$ cat src/rtl/dna_max_score_tracker.sv
// Frame-wide maximum signed score tracker that snoops the systolic array's matrix write port.
// Optional threshold hit counting is enabled by defining DNA_SCORE_THRESH_EN.
module dna_max_score_tracker #(
  parameter int LANES   = 16,
  parameter int SCORE_W = 32,
  parameter int ADDR_W  = 32,
  parameter int CNT_W   = 16
) (
  input  logic                     clk,
  input  logic                     rst,
  input  logic                     w_matrix_i,
  input  logic [ADDR_W-1:0]        addr_matrix_i,
  input  logic [LANES*SCORE_W-1:0] matrix_i,
  input  logic                     frame_done_i,
  input  logic                     res_ready_i,
  output logic                     res_valid_o,
  output logic [SCORE_W-1:0]       max_score_o,
  output logic [ADDR_W-1:0]        max_addr_o,
  output logic [3:0]               max_lane_o,
  output logic [CNT_W-1:0]         row_cnt_o,
  output logic                     busy_o,
`ifdef DNA_SCORE_THRESH_EN
  input  logic [SCORE_W-1:0]       thresh_i,
  output logic [CNT_W-1:0]         hit_cnt_o,
`endif
  output logic                     overrun_o
);

  typedef enum logic [1:0] {S_IDLE, S_ACCUM, S_DRAIN, S_RESULT} state_t;

  localparam logic signed [SCORE_W-1:0] MOST_NEG = {1'b1, {(SCORE_W-1){1'b0}}};

  function automatic logic [CNT_W-1:0] sat_inc(input logic [CNT_W-1:0] v);
    return (&v) ? v : v + CNT_W'(1);
  endfunction

`ifdef DNA_SCORE_THRESH_EN
  function automatic logic [CNT_W-1:0] sat_add(input logic [CNT_W-1:0] a, input logic [4:0] b);
    logic [CNT_W:0] s;
    s = {1'b0, a} + (CNT_W+1)'(b);
    return s[CNT_W] ? {CNT_W{1'b1}} : s[CNT_W-1:0];
  endfunction
`endif

  state_t                     r_state;
  logic [1:0]                 r_dcnt;
  logic                       r_fd_q;
  logic                       r_res_valid;
  logic signed [SCORE_W-1:0]  r_max_score;
  logic [ADDR_W-1:0]          r_max_addr;
  logic [3:0]                 r_max_lane;
  logic [CNT_W-1:0]           r_row_cnt;
  logic                       r_overrun;

  logic signed [SCORE_W-1:0]  r_row_p1 [LANES];
  logic [ADDR_W-1:0]          r_addr_p1;
  logic                       r_vld_p1;

  logic signed [SCORE_W-1:0]  r_gmax_p2 [4];
  logic [3:0]                 r_glane_p2 [4];
  logic [ADDR_W-1:0]          r_addr_p2;
  logic                       r_vld_p2;

  logic signed [SCORE_W-1:0]  w_gmax [4];
  logic [3:0]                 w_glane [4];
  logic signed [SCORE_W-1:0]  w_fmax;
  logic [3:0]                 w_flane;
  logic                       w_fd_rise;
  logic                       w_accept;
  logic                       w_upd;

`ifdef DNA_SCORE_THRESH_EN
  logic [4:0]                 w_hits;
  logic [4:0]                 r_hits_p2;
  logic [CNT_W-1:0]           r_hit_cnt;
`endif

  assign w_fd_rise = frame_done_i & ~r_fd_q;
  assign w_accept  = w_matrix_i & ((r_state == S_IDLE) | (r_state == S_ACCUM));

  // S2 combinational: per-group 4:1 max; strict > keeps the lowest lane on ties
  always_comb begin
    for (int g = 0; g < 4; g++) begin
      w_gmax[g]  = r_row_p1[4*g];
      w_glane[g] = 4'(4*g);
      for (int j = 1; j < 4; j++) begin
        if (r_row_p1[4*g+j] > w_gmax[g]) begin
          w_gmax[g]  = r_row_p1[4*g+j];
          w_glane[g] = 4'(4*g+j);
        end
      end
    end
  end

`ifdef DNA_SCORE_THRESH_EN
  always_comb begin
    w_hits = '0;
    for (int k = 0; k < LANES; k++)
      if (r_row_p1[k] >= $signed(thresh_i)) w_hits = w_hits + 5'd1;
  end
`endif

  // S3 combinational: final 4:1 max, then strict compare against the running max
  always_comb begin
    w_fmax  = r_gmax_p2[0];
    w_flane = r_glane_p2[0];
    for (int g = 1; g < 4; g++) begin
      if (r_gmax_p2[g] > w_fmax) begin
        w_fmax  = r_gmax_p2[g];
        w_flane = r_glane_p2[g];
      end
    end
    w_upd = r_vld_p2 && (w_fmax > r_max_score);
  end

  // S1 -> S2 data registers
  always_ff @(posedge clk) begin
    for (int k = 0; k < LANES; k++)
      r_row_p1[k] <= matrix_i[k*SCORE_W +: SCORE_W];
    r_addr_p1 <= addr_matrix_i;
    for (int g = 0; g < 4; g++) begin
      r_gmax_p2[g]  <= w_gmax[g];
      r_glane_p2[g] <= w_glane[g];
    end
    r_addr_p2 <= r_addr_p1;
`ifdef DNA_SCORE_THRESH_EN
    r_hits_p2 <= w_hits;
`endif
    r_fd_q <= frame_done_i;
  end

  always_ff @(posedge clk) begin
    if (rst) begin
      r_state     <= S_IDLE;
      r_dcnt      <= '0;
      r_vld_p1    <= 1'b0;
      r_vld_p2    <= 1'b0;
      r_res_valid <= 1'b0;
      r_max_score <= MOST_NEG;
      r_max_addr  <= '0;
      r_max_lane  <= '0;
      r_row_cnt   <= '0;
      r_overrun   <= 1'b0;
`ifdef DNA_SCORE_THRESH_EN
      r_hit_cnt   <= '0;
`endif
    end else begin
      r_vld_p1 <= w_accept;
      r_vld_p2 <= r_vld_p1;
      if (w_accept) r_row_cnt <= sat_inc(r_row_cnt);
      if (w_matrix_i && !w_accept) r_overrun <= 1'b1;
      if (w_upd) begin
        r_max_score <= w_fmax;
        r_max_addr  <= r_addr_p2;
        r_max_lane  <= w_flane;
      end
`ifdef DNA_SCORE_THRESH_EN
      if (r_vld_p2) r_hit_cnt <= sat_add(r_hit_cnt, r_hits_p2);
`endif
      case (r_state)
        S_IDLE: begin
          r_dcnt <= '0;
          if (w_fd_rise) begin
            // A row arriving with the edge still needs the drain window
            if (w_matrix_i) begin
              r_state <= S_DRAIN;
            end else begin
              r_state     <= S_RESULT;
              r_res_valid <= 1'b1;
            end
          end else if (w_matrix_i) begin
            r_state <= S_ACCUM;
          end
        end
        S_ACCUM: begin
          r_dcnt <= '0;
          if (w_fd_rise) r_state <= S_DRAIN;
        end
        S_DRAIN: begin
          if (r_dcnt == 2'd2) begin
            r_state     <= S_RESULT;
            r_res_valid <= 1'b1;
          end else begin
            r_dcnt <= r_dcnt + 2'd1;
          end
        end
        S_RESULT: begin
          if (res_ready_i) begin
            r_state     <= S_IDLE;
            r_res_valid <= 1'b0;
            r_max_score <= MOST_NEG;
            r_max_addr  <= '0;
            r_max_lane  <= '0;
            r_row_cnt   <= '0;
`ifdef DNA_SCORE_THRESH_EN
            r_hit_cnt   <= '0;
`endif
          end
        end
        default: r_state <= S_IDLE;
      endcase
    end
  end

  assign res_valid_o = r_res_valid;
  assign max_score_o = r_max_score;
  assign max_addr_o  = r_max_addr;
  assign max_lane_o  = r_max_lane;
  assign row_cnt_o   = r_row_cnt;
  assign overrun_o   = r_overrun;
  assign busy_o      = ((r_state == S_ACCUM) && (r_row_cnt != '0)) || (r_state == S_DRAIN);
`ifdef DNA_SCORE_THRESH_EN
  assign hit_cnt_o   = r_hit_cnt;
`endif

endmodule

$ cat config.mk
export PLATFORM = sky130hd
export DESIGN_NAME = dna_max_score_tracker
export DESIGN_NICKNAME = d
export VERILOG_FILES = /design/src/rtl/dna_max_score_tracker.sv
export SDC_FILE = /design/constraint.sdc
export NUM_CORES = 2
export LEC_CHECK = 0
export BUFFER_PORTS_ARGS = -buffer_cell sky130_fd_sc_hd__buf_2
export CAP_MARGIN = 20
export CORE_MARGIN = 4
export CORE_UTILIZATION = 60
export DETAILED_ROUTE_END_ITERATION = 8
export GPL_TIMING_DRIVEN = 0
export MAX_ROUTING_LAYER = met4
export PLACE_DENSITY = 0.87
export SLEW_MARGIN = 20
export SYNTH_ARGS = -nofsm -noshare
export SYNTH_HDL_FRONTEND = slang
export SYNTH_SLANG_ARGS = --single-unit
$ cat constraint.sdc
create_clock -name clk -period 29.6 [get_ports clk]
set_clock_uncertainty 0.2 [all_clocks]
set_input_delay 5.92 -clock clk [delete_from_list [all_inputs] [get_ports clk]]
set_output_delay 5.92 -clock clk [all_outputs]
set_load 0.01 [all_outputs]
Word level (Yosys, flattened, before mapping)
Memories as Yosys holds them, arrays and structs flattened.
Cells that the tools add are included.
- register bits after elaboration: 157
- bits in writable memories: 656
- bits of input ports: 549
- output and inout port bits: 87
- word-level logic and storage cells: 120
- memories kept: 3
- add/subtract/negate cells: 2
- $lt $le $gt $ge: 16
- equal/unequal tests: 11
- muxes and demuxes: 57
- bitwise logic cells: 4
- reduce and logical (&&, ||, !) cells: 14
- memory list (memory ; words ; bits a word ; rd ports ; clocked after memory_dff ; write ports ; line ; RTL):
    r_row_p1 ; 16 ; 32 ; 16 ; 0 ; 16 ; 55 ; logic signed [SCORE_W-1:0] r_row_p1 [LANES];
    r_gmax_p2 ; 4 ; 32 ; 4 ; 0 ; 4 ; 59 ; logic signed [SCORE_W-1:0] r_gmax_p2 [4];
    r_glane_p2 ; 4 ; 4 ; 4 ; 0 ; 4 ; 60 ; logic [3:0] r_glane_p2 [4];
- operators by type and width (cell ; count):
    2-to-1 mux 32 bit ; 21
    greater-than comparator 32 bit ; 16
    2-to-1 mux 16 bit ; 4
    2-to-1 mux 2 bit ; 14
    2-to-1 mux 4 bit ; 6
    adder 16 x 1 -> 16 bit (second input constant) ; 1
    AND reduction 16 bit ; 1
    nonzero test 16 bit ; 1
    != test 2 bit (second input constant) ; 6
    2-to-1 mux 1 bit ; 9
    one-hot mux 2 bit (4 select lines) ; 1
    == test 2 bit (second input constant) ; 3
    AND reduction 5 bit ; 1
    one-hot mux 2 bit (2 select lines) ; 1
    AND reduction 4 bit ; 1
    logical AND 1 bit ; 3
    != test 3 bit (second input constant) ; 1
    one-hot mux 1 bit (3 select lines) ; 1
    nonzero test 3 bit ; 1
    adder 2 x 1 -> 2 bit (second input constant) ; 1
    bitwise AND 1 bit ; 2
    == test 2 x 1 -> 1 bit (second input constant) ; 1
    logical NOT 2 bit ; 1
    AND reduction 2 bit ; 1
    other kinds (6) ; 6

Logic depth before layout (Yosys ltp)
An unclocked memory read counts as a cell.
- word-level depth: 12
- gate-level depth with buffers: 50

Worst setup path before layout
Ideal clock, no wire load.
- kind: reg-to-reg
- start: memory r_gmax_p2[0][19]
- end: register r_max_addr[0] (netlist: max_addr_o[0])
- data arrival time: 10.354 ns
- required time: 29.330 ns
- slack: 18.976 ns
- stages on the path, launching flop included: 51
- path buffers: 8
- period minus slack after synthesis: 10.624 ns
- path through: dfxtp_1 inv_1 ha_1 a41oi_1 o21ai_0 a2111oi_0 or3_1 o21ai_0 nor2_1 buf_4 buf_1 mux2i_1 ha_1 a21o_1 a21o_1 a21oi_1 o21ai_0 nor2_1 [... 15 more ...] clkbuf_1 clkbuf_1 nand2_1 o21ai_0 ha_1 a21o_1 a21oi_1 nor2b_1 o31a_1 o21a_1 o31ai_1 and4_1 or2_2 clkbuf_1 clkbuf_1 buf_1 nand2_1 a21oi_1
- RTL lines (item ; line ; RTL):
    start: declaration ; 59 ;
    end signal: assignment ; 154 ; r_max_addr <= r_addr_p2;
    end: declaration ; 50 ; logic [ADDR_W-1:0] r_max_addr;

==> flow_summary.toml <==
[setup_path]
crit_path_start_kind = "flip-flop"
worst-path-max-fanout = 10
critPathTopFamily = "compound AO/OA/AOI/OAI gates"
worstSetupPathType = "flip-flop to flip-flop"
worst_ep_arrival_time_ps = 14150
slowest_stage = "or4b_2"
startpoint = "r_gmax_p2[0][19]"
required_ps = 29950
worst-path-stages = 49
critPathCaptureType = "flip-flop"
endpoint = "max_addr_o[28]"
reg2regPathDepth = 49
cp_slowest_stage_delay_ps = 630
r2r_start = "r_gmax_p2[0][19]"
path_buf_inv = 9
r2r_setup_slack_ps = 15800
r2r_end = "max_addr_o[28]"

[logic_synthesis]
synth-seq-cells = 805
syn_area_mm2 = 0.0379
dominantRegCellSynth = "dfxtp_1"
async_flop_share_pct = 0
synth_compound_area_share_pct = 14.8
synth_top_area_share_pct = 42.6
synth_xor_area_share_pct = 0.278
syn-num-nets = 4999
synth_area_leader_cell = "dfxtp_1"
netlist_top_cells_area = "dfxtp_1 43%, ha_1 17%, mux2i_1 5.2%"
yosys.cell_types.count = 63
yosysWarnings = 0
yosys.area_share.simple_pct = 12.6
synth_edf_count = 0
synthMuxAreaShare_pct = 7.35
yosysSeqAreaShare_pct = 42.6
synth.avg_cell_area_um2 = 9.62
synth_fa_ha_area_share_pct = 17.1
synth_most_common_cell = "dfxtp_1"
synth_top_family_by_area = "adder cells"
syn_inst = 3933
synth_common_cells = "805 x dfxtp_1, 517 x ha_1, 359 x inv_1"

[power]
p_per_area_mw_per_mm2 = 120
p_leak_nw = 22.3
ir_drop_mv = 0.144

[floorplanning]
fp.dieArea_mm2 = 0.0672
io_pins = 636
placeableCoreArea_mm2 = 0.0621
dieWidth_um = 259
fp.dieH_um = 259
rows = 91
initial_core_util_pct = 61.0

[clock_network]
htreeDepth = 3
cts_root_buf = "clkbuf_16"
cts_tree = "built"
cts_sinks = 805
clkLatencyLatePin_ps = 650
numCtsBuffers = 82
post_cts_buffers = 0
clkSlewWorstSetupHoldPaths_ps = 60
cts_hold_buffers = 0
ctsResizeCount = 0
clock_path_buffers = 3

[grt]
grt_pass1_wl_um = 183000
antenna_found_initial = 53
grt_max_degree = 17
grt_pass1_vias = 33200
track_usage_pct = 35.7
grt_overflow_total = 0

[routing]
first_pass_iters = 8
routed-via-count = 33000
drc = 0
drt-wirelength-per-cell_um = 21.8
dr.first_iter.drc_count = 2717
routed_wl_um = 122000
via_per_inst = 5.89
ant_nets = 0

[sta]
rsz0062_at_grt = "false"
finalHoldViolCount = 0
worst_slack_ps = 15800
tns_ps = 0
max_slew.worst_pin.slew_ps = 908
fin_crit_sh_pct = 46.6
finalCriticalPeriod_ps = 13800
final_max_slew_viol_count = 0
whs_ps = 126
timing.slew.headroom_pct = 38.9
max_freq_mhz = 72.5
setup_viol = 0

[finish]
fin_nets = 5717
syn_to_final_growth_pct = 18.8
final_cells = 5603
layout-drive-gt1-share_pct = 18.6

[placed_design]
post-dp-hpwl_um = 95300
numPortBuffers = 634
dp_cells = 5404
place_ws_ps = 16170
place_congestion = 1.02

[min_path]
min_path_type = "flip-flop to flip-flop"

[job]
drv_cap = 0

[status]
status = "finished clean"
==> metrics by stage <==
stage          cell area (um^2)  power [W]  utilization (%)
6_report                  45000    0.00540             72.4
5_1_grt                   44900    0.00577             72.4
4_1_cts                   44800    0.00534             72.2
3_5_place_dp              42100    0.00426             67.8
3_3_place_gp              42100    0.00417             67.8
2_1_floorplan             37900    0.00339                -
==> metal layers <==
layer / global-route usage [%] / up-vias / part of all wire (%)
li1: - / 15500 / -
met1: 41.9 / 15500 / 39
met2: 58.8 / 1512 / 47
met3: 6.43 / 404 / 7.4
met4: 18.6 / 0 / 6.2
met5: - / - / 0
==> worst min path at each step <==
stage | slack (ps) | start | end | depth (start not counted)
final | 130 | r_addr_p1[16] | r_addr_p2[16] | 0
after global routing | 130 | r_addr_p1[10] | r_addr_p2[10] | 0
after CTS | 130 | r_addr_p1[16] | r_addr_p2[16] | 0
after detailed placement | 110 | r_addr_p1[16] | r_addr_p2[16] | 0
after global placement | 110 | r_addr_p1[10] | r_addr_p2[10] | 0
after floorplan | 110 | r_addr_p1[0] | r_addr_p2[0] | 0
==> flip-flops by register name, summed over array words and instances (netlist names), 2 cells and up <==
name	count
r_state	2
r_addr_p2	32
max_score_o	32
r_gmax_p2	128
r_row_p1	512
max_addr_o	32
row_cnt_o	16
max_lane_o	4
r_glane_p2	8
r_addr_p1	32
r_dcnt	2
==> final cells by class <==
class,instances,area [um^2]
Sequential cell,805,16100
Tap cell,837,1050
Antenna cell,52,130
Multi-Input combinational cell,2605,19700
Clock buffer,103,2230
Buffer,164,651
Fill cell,4477,17100
Inverter,359,1350
Clock inverter,44,522
Timing Repair Buffer,634,3170
==> report_power, final <==
group | internal, W | leakage (nW) | switching (W) | total [W]
clock network | 0.000604 | 1.33 | 0.000452 | 0.00106
logic | 0.00117 | 14.2 | 0.00179 | 0.00296
registers | 0.00125 | 6.76 | 0.000128 | 0.00138
total | 0.00303 | 22.3 | 0.00237 | 0.00540
==> cells by family after synthesis <==
| kind of cell | Yosys count |
|---|---|
| adder cells (fa/ha/maj) | 517 |
| flip-flops | 805 |
| AO/OA/AOI/OAI | 852 |
| AND/OR/NAND/NOR | 955 |
| XOR/XNOR | 12 |
| buffers and inverters | 523 |
| multiplexers | 269 |
==> worst reg2reg max path, delay by kind of cell (launching register included) <==
family / cells / cell delay, ps
fa+ha+maj: 4 / 1170
flops: 1 / 350
mux: 3 / 1160
buf+inv: 9 / 3300
compound gates: 21 / 4470
simple gates: 12 / 3050
==> cell usage in the layout (no fill, tap or decap), drive strengths merged, types with 101 or more instances in the layout <==
cell type  instances
buf              667
a21o             190
dfxtp            805
nor2             230
mux2i            196
ha               517
clkbuf           234
o21ai            136
a21oi            229
nand2            238
inv              366
nand4            101
No activity file was read; power rests on OpenSTA's default activity.
